### src/rtl/uart_cmd_pkg.sv
// Shared constants for the UART command decoder: command opcodes, FSM state
// codes and default gap-timeout sizing for 9600 baud on a 50 MHz clock.
package uart_cmd_pkg;

   localparam logic [7:0] CMD_WRITE = 8'h57;
   localparam logic [7:0] CMD_READ  = 8'h52;

   // Two 10-bit characters at 9600 baud, 50 MHz clock
   localparam int DEFAULT_TIMEOUT_CYCLES = 104160;
   localparam int DEFAULT_CNT_W          = 17;

   localparam logic [1:0] ST_IDLE  = 2'd0;
   localparam logic [1:0] ST_ADDR  = 2'd1;
   localparam logic [1:0] ST_DATA  = 2'd2;
   localparam logic [1:0] ST_VALID = 2'd3;

endpackage

### src/rtl/gap_timer.sv
// Inter-byte gap counter: counts enabled cycles since the last clear and
// flags when the count has reached TIMEOUT_CYCLES.
module gap_timer
   import uart_cmd_pkg::*;
#(
   parameter int TIMEOUT_CYCLES = DEFAULT_TIMEOUT_CYCLES,
   parameter int CNT_W          = DEFAULT_CNT_W
) (
   input  logic clock,
   input  logic reset,
   input  logic clear,
   input  logic enable,
   output logic expired
);

   logic [CNT_W-1:0] count;

   // Counting stops at the limit so the count never wraps back to a safe value
   always_ff @(posedge clock or posedge reset) begin
      if (reset) begin
         count <= '0;
      end else if (clear) begin
         count <= '0;
      end else if (enable && !expired) begin
         count <= count + CNT_W'(1);
      end
   end

   assign expired = (count == CNT_W'(TIMEOUT_CYCLES));

endmodule

### src/rtl/uart_cmd_decoder.sv
// Assembles bytes from uart_rx into write (57 addr data) or read (52 addr)
// commands and holds each one on a valid/ready handshake until accepted.
module uart_cmd_decoder
   import uart_cmd_pkg::*;
#(
   parameter int TIMEOUT_CYCLES = DEFAULT_TIMEOUT_CYCLES,
   parameter int CNT_W          = DEFAULT_CNT_W
) (
   input  logic       clock,
   input  logic       reset,
   input  logic [7:0] rx_data,
   input  logic       rx_done,
   output logic       cmd_valid,
   input  logic       cmd_ready,
   output logic       cmd_write,
   output logic [7:0] cmd_addr,
   output logic [7:0] cmd_wdata,
   output logic       err_cmd,
   output logic       err_timeout,
   output logic       err_overrun
);

   logic [1:0] state;
   logic [1:0] state_nxt;
   logic       write_nxt;
   logic [7:0] addr_nxt;
   logic [7:0] wdata_nxt;
   logic       err_cmd_nxt;
   logic       err_timeout_nxt;
   logic       err_overrun_nxt;
   logic       take_cmd;
   logic       in_frame;
   logic       expired;

   assign in_frame = (state == ST_ADDR) || (state == ST_DATA);

   gap_timer #(
      .TIMEOUT_CYCLES (TIMEOUT_CYCLES),
      .CNT_W          (CNT_W)
   ) u_gap_timer (
      .clock   (clock),
      .reset   (reset),
      .clear   (rx_done || !in_frame),
      .enable  (in_frame),
      .expired (expired)
   );

   // A byte that completes a handshake in VALID is treated as a fresh opcode,
   // so the opcode decode is shared between IDLE and that case via take_cmd.
   always_comb begin
      state_nxt       = state;
      write_nxt       = cmd_write;
      addr_nxt        = cmd_addr;
      wdata_nxt       = cmd_wdata;
      err_cmd_nxt     = 1'b0;
      err_timeout_nxt = 1'b0;
      err_overrun_nxt = 1'b0;
      take_cmd        = 1'b0;

      case (state)
         ST_IDLE: begin
            take_cmd = rx_done;
         end
         ST_ADDR: begin
            if (rx_done) begin
               addr_nxt = rx_data;
               if (cmd_write) begin
                  state_nxt = ST_DATA;
               end else begin
                  wdata_nxt = 8'h00;
                  state_nxt = ST_VALID;
               end
            end else if (expired) begin
               err_timeout_nxt = 1'b1;
               state_nxt       = ST_IDLE;
            end
         end
         ST_DATA: begin
            if (rx_done) begin
               wdata_nxt = rx_data;
               state_nxt = ST_VALID;
            end else if (expired) begin
               err_timeout_nxt = 1'b1;
               state_nxt       = ST_IDLE;
            end
         end
         ST_VALID: begin
            if (cmd_ready) begin
               state_nxt = ST_IDLE;
               take_cmd  = rx_done;
            end else if (rx_done) begin
               err_overrun_nxt = 1'b1;
            end
         end
         default: begin
            state_nxt = ST_IDLE;
         end
      endcase

      if (take_cmd) begin
         if (rx_data == CMD_WRITE) begin
            state_nxt = ST_ADDR;
            write_nxt = 1'b1;
         end else if (rx_data == CMD_READ) begin
            state_nxt = ST_ADDR;
            write_nxt = 1'b0;
         end else begin
            err_cmd_nxt = 1'b1;
         end
      end
   end

   // Every output is a flop so the bus side sees glitch-free values
   always_ff @(posedge clock or posedge reset) begin
      if (reset) begin
         state       <= ST_IDLE;
         cmd_valid   <= 1'b0;
         cmd_write   <= 1'b0;
         cmd_addr    <= 8'h00;
         cmd_wdata   <= 8'h00;
         err_cmd     <= 1'b0;
         err_timeout <= 1'b0;
         err_overrun <= 1'b0;
      end else begin
         state       <= state_nxt;
         cmd_valid   <= (state_nxt == ST_VALID);
         cmd_write   <= write_nxt;
         cmd_addr    <= addr_nxt;
         cmd_wdata   <= wdata_nxt;
         err_cmd     <= err_cmd_nxt;
         err_timeout <= err_timeout_nxt;
         err_overrun <= err_overrun_nxt;
      end
   end

endmodule

### config.mk
export PLATFORM = sky130hd
export DESIGN_NAME = uart_cmd_decoder
export DESIGN_NICKNAME = d
export VERILOG_FILES = /design/src/rtl/uart_cmd_pkg.sv /design/src/rtl/gap_timer.sv /design/src/rtl/uart_cmd_decoder.sv
export SDC_FILE = /design/constraint.sdc
export NUM_CORES = 1
export LEC_CHECK = 0
export ABC_AREA = 1
export CAP_MARGIN = 20
export CORE_MARGIN = 8
export CORE_UTILIZATION = 50
export DETAILED_ROUTE_END_ITERATION = 12
export PLACE_DENSITY = 0.73
export SLEW_MARGIN = 10
export SYNTH_ARGS = -nofsm -noshare
export SYNTH_HDL_FRONTEND = slang
export SYNTH_SLANG_ARGS = --single-unit
### constraint.sdc
create_clock -name clock -period 2.1 [get_ports clock]
set_input_delay 0.525 -clock clock [delete_from_list [all_inputs] [get_ports clock]]
set_output_delay 0.525 -clock clock [all_outputs]
set_load 0.01 [all_outputs]
---- Word-level counts from Yosys, hierarchy flattened ----
Index checks and enable logic that the tools add are counted.
storage, ports and cells
  input bits .............................. 12
  bits in writable memories ............... 0
  output and inout bits ................... 21
  memories kept ........................... 0
  bits in read-only memories .............. 0
  latch bits .............................. 0
  register bits ........................... 40
  word-level logic and storage cells ...... 61
cells by class
  equality and inequality tests ........... 10
  $lt $le $gt $ge ......................... 0
  shift operators ......................... 0
  bitwise logic cells ..................... 0
  divide/modulo/power cells ............... 0
  muxes and demuxes ....................... 28
  multipliers ............................. 0
  add/subtract/negate cells ............... 1
  reductions and logical operators ........ 13
operators with widths
  cell                                            count
  2-to-1 mux 17 bit                               2
  2-to-1 mux 8 bit                                3
  adder 17 x 1 -> 17 bit (second input constant)  1
  == test 17 bit (second input constant)          1
  == test 8 x 7 -> 1 bit (second input constant)  2
  one-hot mux 8 bit (2 select lines)              1
  2-to-1 mux 2 bit                                7
  2-to-1 mux 1 bit                                13
  == test 2 bit (second input constant)           3
  != test 2 bit (second input constant)           3
  one-hot mux 2 bit (3 select lines)              1
  nonzero test 2 bit                              3
  AND reduction 2 bit                             2
  AND reduction 4 bit                             1
  == test 2 x 1 -> 1 bit (second input constant)  1
  logical NOT 1 bit                               2
  logical NOT 2 bit                               1
  logical OR 1 bit                                2
  one-hot mux 1 bit (2 select lines)              1
  OR reduction 2 bit                              1
  logical AND 1 bit                               1

---- Longest topological paths before layout ----
  depth in word-level cells ............... 8
  mapped depth ............................ 11
  gate-level depth less buffers ........... 11

---- Hierarchy ----
A second synthesis with hierarchy kept.
unflattened totals
  cells, all modules ...................... 295
  area, all modules ....................... 2254.7 sq um
by module, submodules not included
  module            cells each  instances  seq. area each (sq um)  area each (sq um)
  gap_timer         173         1          425.4                   1191.1
  uart_cmd_decoder  122         1          575.6                   1063.5

---- Worst setup path after synthesis ----
Ideal clock, no wire load.
  path kind ............................... register to register
  start ................................... register state[0]
  end ..................................... register cmd_wdata[0]
  data required time ...................... 2017 ps
  cell stages (with the launch flop) ...... 9
  data arrival time ....................... 1433 ps
  setup slack ............................. 584 ps
  library setup time ...................... 83 ps
  period minus slack after synthesis ...... 1516 ps
  cells stage by stage .................... dfrtp_1 -> inv_1 -> ha_1 -> buf_2 -> nor2_2 -> a211oi_4 -> buf_4 -> nand3_1 -> o21ai_0
between the ends
  cells in the longest elaborated chain, start to end .. 3
ends and longest elaborated chain
  what                                                           RTL line                 text
  from (decl)                                                    uart_cmd_decoder.sv:23   logic [1:0] state;
  from (signal assigned)                                         uart_cmd_decoder.sv:125  state <= state_nxt;
  == test 2 x 1 -> 1 bit or == test 2 bit (tied branches)        uart_cmd_decoder.sv:60   case (state)
  != test 2 bit (no line) or nonzero test 2 bit (tied branches)  -
  AND reduction 4 bit (no line)                                  -
  to (signal assigned)                                           uart_cmd_decoder.sv:129  cmd_wdata <= wdata_nxt;
  to (decl)                                                      uart_cmd_decoder.sv:17   output logic [7:0] cmd_wdata,
Several ways; a longest one is shown, not always the timed one.
A chain may end at the register's enable or synchronous reset.

---- Worst setup path after layout ----
  start ................................... register cmd_write
  end ..................................... output port cmd_write
RTL lines
  what                    RTL line                 text
  from (decl)             uart_cmd_decoder.sv:15   output logic cmd_write,
  from (signal assigned)  uart_cmd_decoder.sv:127  cmd_write <= write_nxt;
No word-level cell between the ends.

==> impl_summary.log <==
INFO  metric clock-root-buffer = sky130_fd_sc_hd__clkbuf_8
INFO  metric antenna_found_initial = 0
INFO  metric avgRoutedWirePerCell = 12.9 um
INFO  metric dieArea = 6450 um2
INFO  metric slowest_stage = sky130_fd_sc_hd__clkdlybuf4s50_1
INFO  metric totalWireLength = 4450 um
INFO  metric filler_cell_count = 337
INFO  metric dr_total_vias = 1739
INFO  metric critical-path-top-delay-family = buffers and inverters
INFO  metric row_count = 23
INFO  metric dieHeight = 80.3 um
INFO  metric cts.sink_count = 40
INFO  metric setup.worst_path.class = flop to output port
INFO  metric first_iter_violations = 92
INFO  metric drt.antenna.violating_nets = 0
INFO  metric final_design_area_excluding_fillers = 2570 um2
INFO  metric cts_tree = done
INFO  metric postPlaceCellArea = 2450 um2
INFO  metric drv_slew = 0
INFO  metric status = complete, no violations
INFO  metric layout_cells_sized_above_1 = 0.0881
INFO  metric critical_path_buf_inv_count = 1
INFO  metric synth_edf_count = 0
INFO  metric critical_path.startpoint_type = flop
INFO  metric initial_utilization = 0.517
INFO  metric switching_share = 0.343
INFO  metric grt_start_max_net_pins = 41
INFO  metric critPathArrivalTime = 1300 ps
INFO  metric clockPowerShare = 0.234
INFO  metric cts_hold_buffers = 0
INFO  metric clock_skew = 4.51 ps
INFO  metric r2r_setup_slack = 460 ps
INFO  metric post_cts_resized = 0
INFO  metric layout_min_cycle_time = 1830 ps
INFO  metric power_leakage = 0.00122 uW
INFO  metric synth_top_cell_area_share = 0.484
INFO  metric place.gp.congestion = 0.854
INFO  metric max_cap_viol_count = 0
INFO  metric numPortBuffers = 32
INFO  metric synth.ff_latch_count = 40
INFO  metric period_share = 0.870
INFO  metric synthCells = 256
INFO  metric power.density = 1150 nW/um2
INFO  metric diodes = 0
INFO  metric yosysMostFrequentCell = sky130_fd_sc_hd__nand2_1
INFO  metric timing.fmax = 0.548 GHz
INFO  metric synth_sequential_area_ratio = 0.484
INFO  metric synthDominantAreaCellType = sky130_fd_sc_hd__dfrtp_1
INFO  metric placement.setup.worst_slack = 159 ps
INFO  metric cts.reportedPaths.clkPinSlew = 80 ps
INFO  metric globalRoute.totalOverflow = 0
INFO  metric cts_post_setup_buffers_inserted = 0
INFO  metric power_frac_comb = 0.398
INFO  metric synth_top_flop_cell = sky130_fd_sc_hd__dfrtp_1
INFO  metric total_area_of_sequential_cells = 1000 um2
INFO  metric post_synth_instance_area = 2070 um2
INFO  metric path_max_fanout = 4
INFO  metric worst-slew-pin-transition = 495 ps
INFO  metric placed_cells = 337
INFO  metric postLayoutSetupSlackWorst = 274 ps
INFO  metric die_outline_width = 80.3 um
INFO  metric net_count_of_the_mapped_netlist = 275
INFO  metric clkLatencyLatePin = 290 ps
INFO  metric cell_by_cell_listing_of_the_critical_path = clkdlybuf4s50_1
INFO  metric synth-warning-count = 0
INFO  metric power.net_switching = 1010 uW
INFO  metric critPathMaxStageDelay = 570 ps
INFO  metric critPathCaptureType = output port
INFO  metric min_path_type = flop to flop
INFO  metric post-dp-hpwl = 3330 um
INFO  metric pin_count = 33
INFO  metric fin_cells = 345
INFO  metric vias_per_cell = 5.04
INFO  metric design.core.area = 4000 um2
INFO  metric total_power = 2950 uW
INFO  metric synth.lib_cells_used.distinct = 29
INFO  metric timing.setup.tns = 0 ps
INFO  metric grt_setup_unrepaired = false
INFO  metric grt_pass1_wl = 7770 um
INFO  metric cp.required = 1570 ps
INFO  metric netlist_top_cells_area = sky130_fd_sc_hd__dfrtp_1 (48%), sky130_fd_sc_hd__nand2_1 (8.4%), sky130_fd_sc_hd__inv_1 (7.6%), sky130_fd_sc_hd__nor2_1 (7.3%), sky130_fd_sc_hd__nand3_1 (4.6%)
INFO  metric async_reset_ff_frac = 1.00
INFO  metric clock_path_buffers = 2
INFO  metric first_global_vias = 1739
INFO  metric multi_input_logic_area = 867 um2
INFO  metric area_growth_syn_to_layout = 24.5%
INFO  metric share_seq_of_total_power = 0.368
INFO  metric gr-usage-all-layers = 0.152
INFO  metric drt_drc_violations_left = 0
INFO  metric intPower = 1940 uW
INFO  metric hold_viol_final = 0
INFO  metric postSynthAreaPerCell = 8.07 um2
INFO  metric vdd_drop_max = 0.000740 V
INFO  metric synth.cells.most_frequent = sky130_fd_sc_hd__nand2_1 (46), sky130_fd_sc_hd__inv_1 (42), sky130_fd_sc_hd__dfrtp_1 (40), sky130_fd_sc_hd__nor2_1 (40), sky130_fd_sc_hd__nand3_1 (19)
INFO  metric timing.slew.headroom = 0.670
INFO  metric finalSetupViolations = 0
INFO  metric htree_num_levels = 2
INFO  metric design.final.nets = 313
INFO  metric dr.pass1.iters = 4
INFO  metric tritoncts.num_buffers = 5
sequential cells by signal (all words and copies together) (netlist names):
register / cells
cmd_addr: 8
cmd_valid: 1
cmd_wdata: 8
cmd_write: 1
err_cmd: 1
err_overrun: 1
err_timeout: 1
state: 2
u_gap_timer.count: 17
path summary, 6_finish.rpt:
path                             startpoint               endpoint  depth (start not counted)
worst max-delay path              cmd_write              cmd_write                          1
worst min-delay path            cmd_addr[7]            cmd_addr[7]                          2
min in group asynchronous             reset  u_gap_timer.count[12]                          3
max in group asynchronous             reset               state[0]                          3
worst min register to register  cmd_addr[7]            cmd_addr[7]                          2
worst max register to register     state[1]            cmd_addr[2]                          4
power by group through the flow:
stage	clock network, uW	registers, uW	logic [uW]
floorplan	0	1160	568
global placement	0	1100	1160
detailed placement	0	1090	1180
CTS	699	1090	1190
global route	738	1110	1320
finish	691	1090	1180
layer usage:
| layer | vias to the layer above | track usage | routed length (um) | part of all wire |
|---|---|---|---|---|
| li1 | 877 | - | - | - |
| met1 | 806 | 0.170 | 1950 | 0.44 |
| met2 | 47 | 0.253 | 2080 | 0.47 |
| met3 | 9 | 0.0614 | 331 | 0.074 |
| met4 | 0 | 0.0600 | 83 | 0.019 |
| met5 | - | 0 | 0 | 0 |
cells in the final DEF, fill, tap and decap left out, drive strengths merged, types with 2 or more instances in the layout:
| master | count |
|---|---|
| a21oi | 9 |
| xor2 | 2 |
| ha | 7 |
| mux2 | 5 |
| nand2 | 48 |
| buf | 4 |
| a31oi | 2 |
| nor3 | 5 |
| nand4 | 3 |
| a211oi | 2 |
| nand3 | 19 |
| dfrtp | 40 |
| nor2 | 43 |
| clkdlybuf4s50 | 32 |
| inv | 43 |
| o21ai | 19 |
| clkbuf | 7 |
metrics by stage:
| stage | utilization | hold slack [ps] |
|---|---|---|
| after floorplan | - | 455 |
| after CTS | 0.643 | 518 |
| after global routing | 0.643 | 532 |
| final | 0.643 | 516 |
| after global placement | 0.612 | 477 |
| after detailed placement | 0.612 | 477 |
kinds of logic after synthesis:
family	after synthesis	share of synthesized area
simple gates	119	0.246
xor+xnor	3	0.0127
compound gates	33	0.0908
buf+inv	49	0.0962
mux	5	0.0272
flops	40	0.484
fa+ha+maj	7	0.0424
area by class of cell:
type                       count  area share
multi-input combinational    167       0.337
clock inverter                 1      0.0117
clock buffer                   7      0.0374
tap                           50      0.0243
inverter                      44      0.0647
timing repair buffer          36       0.136
sequential                    40       0.389
Power figures use the tool's default switching activity.
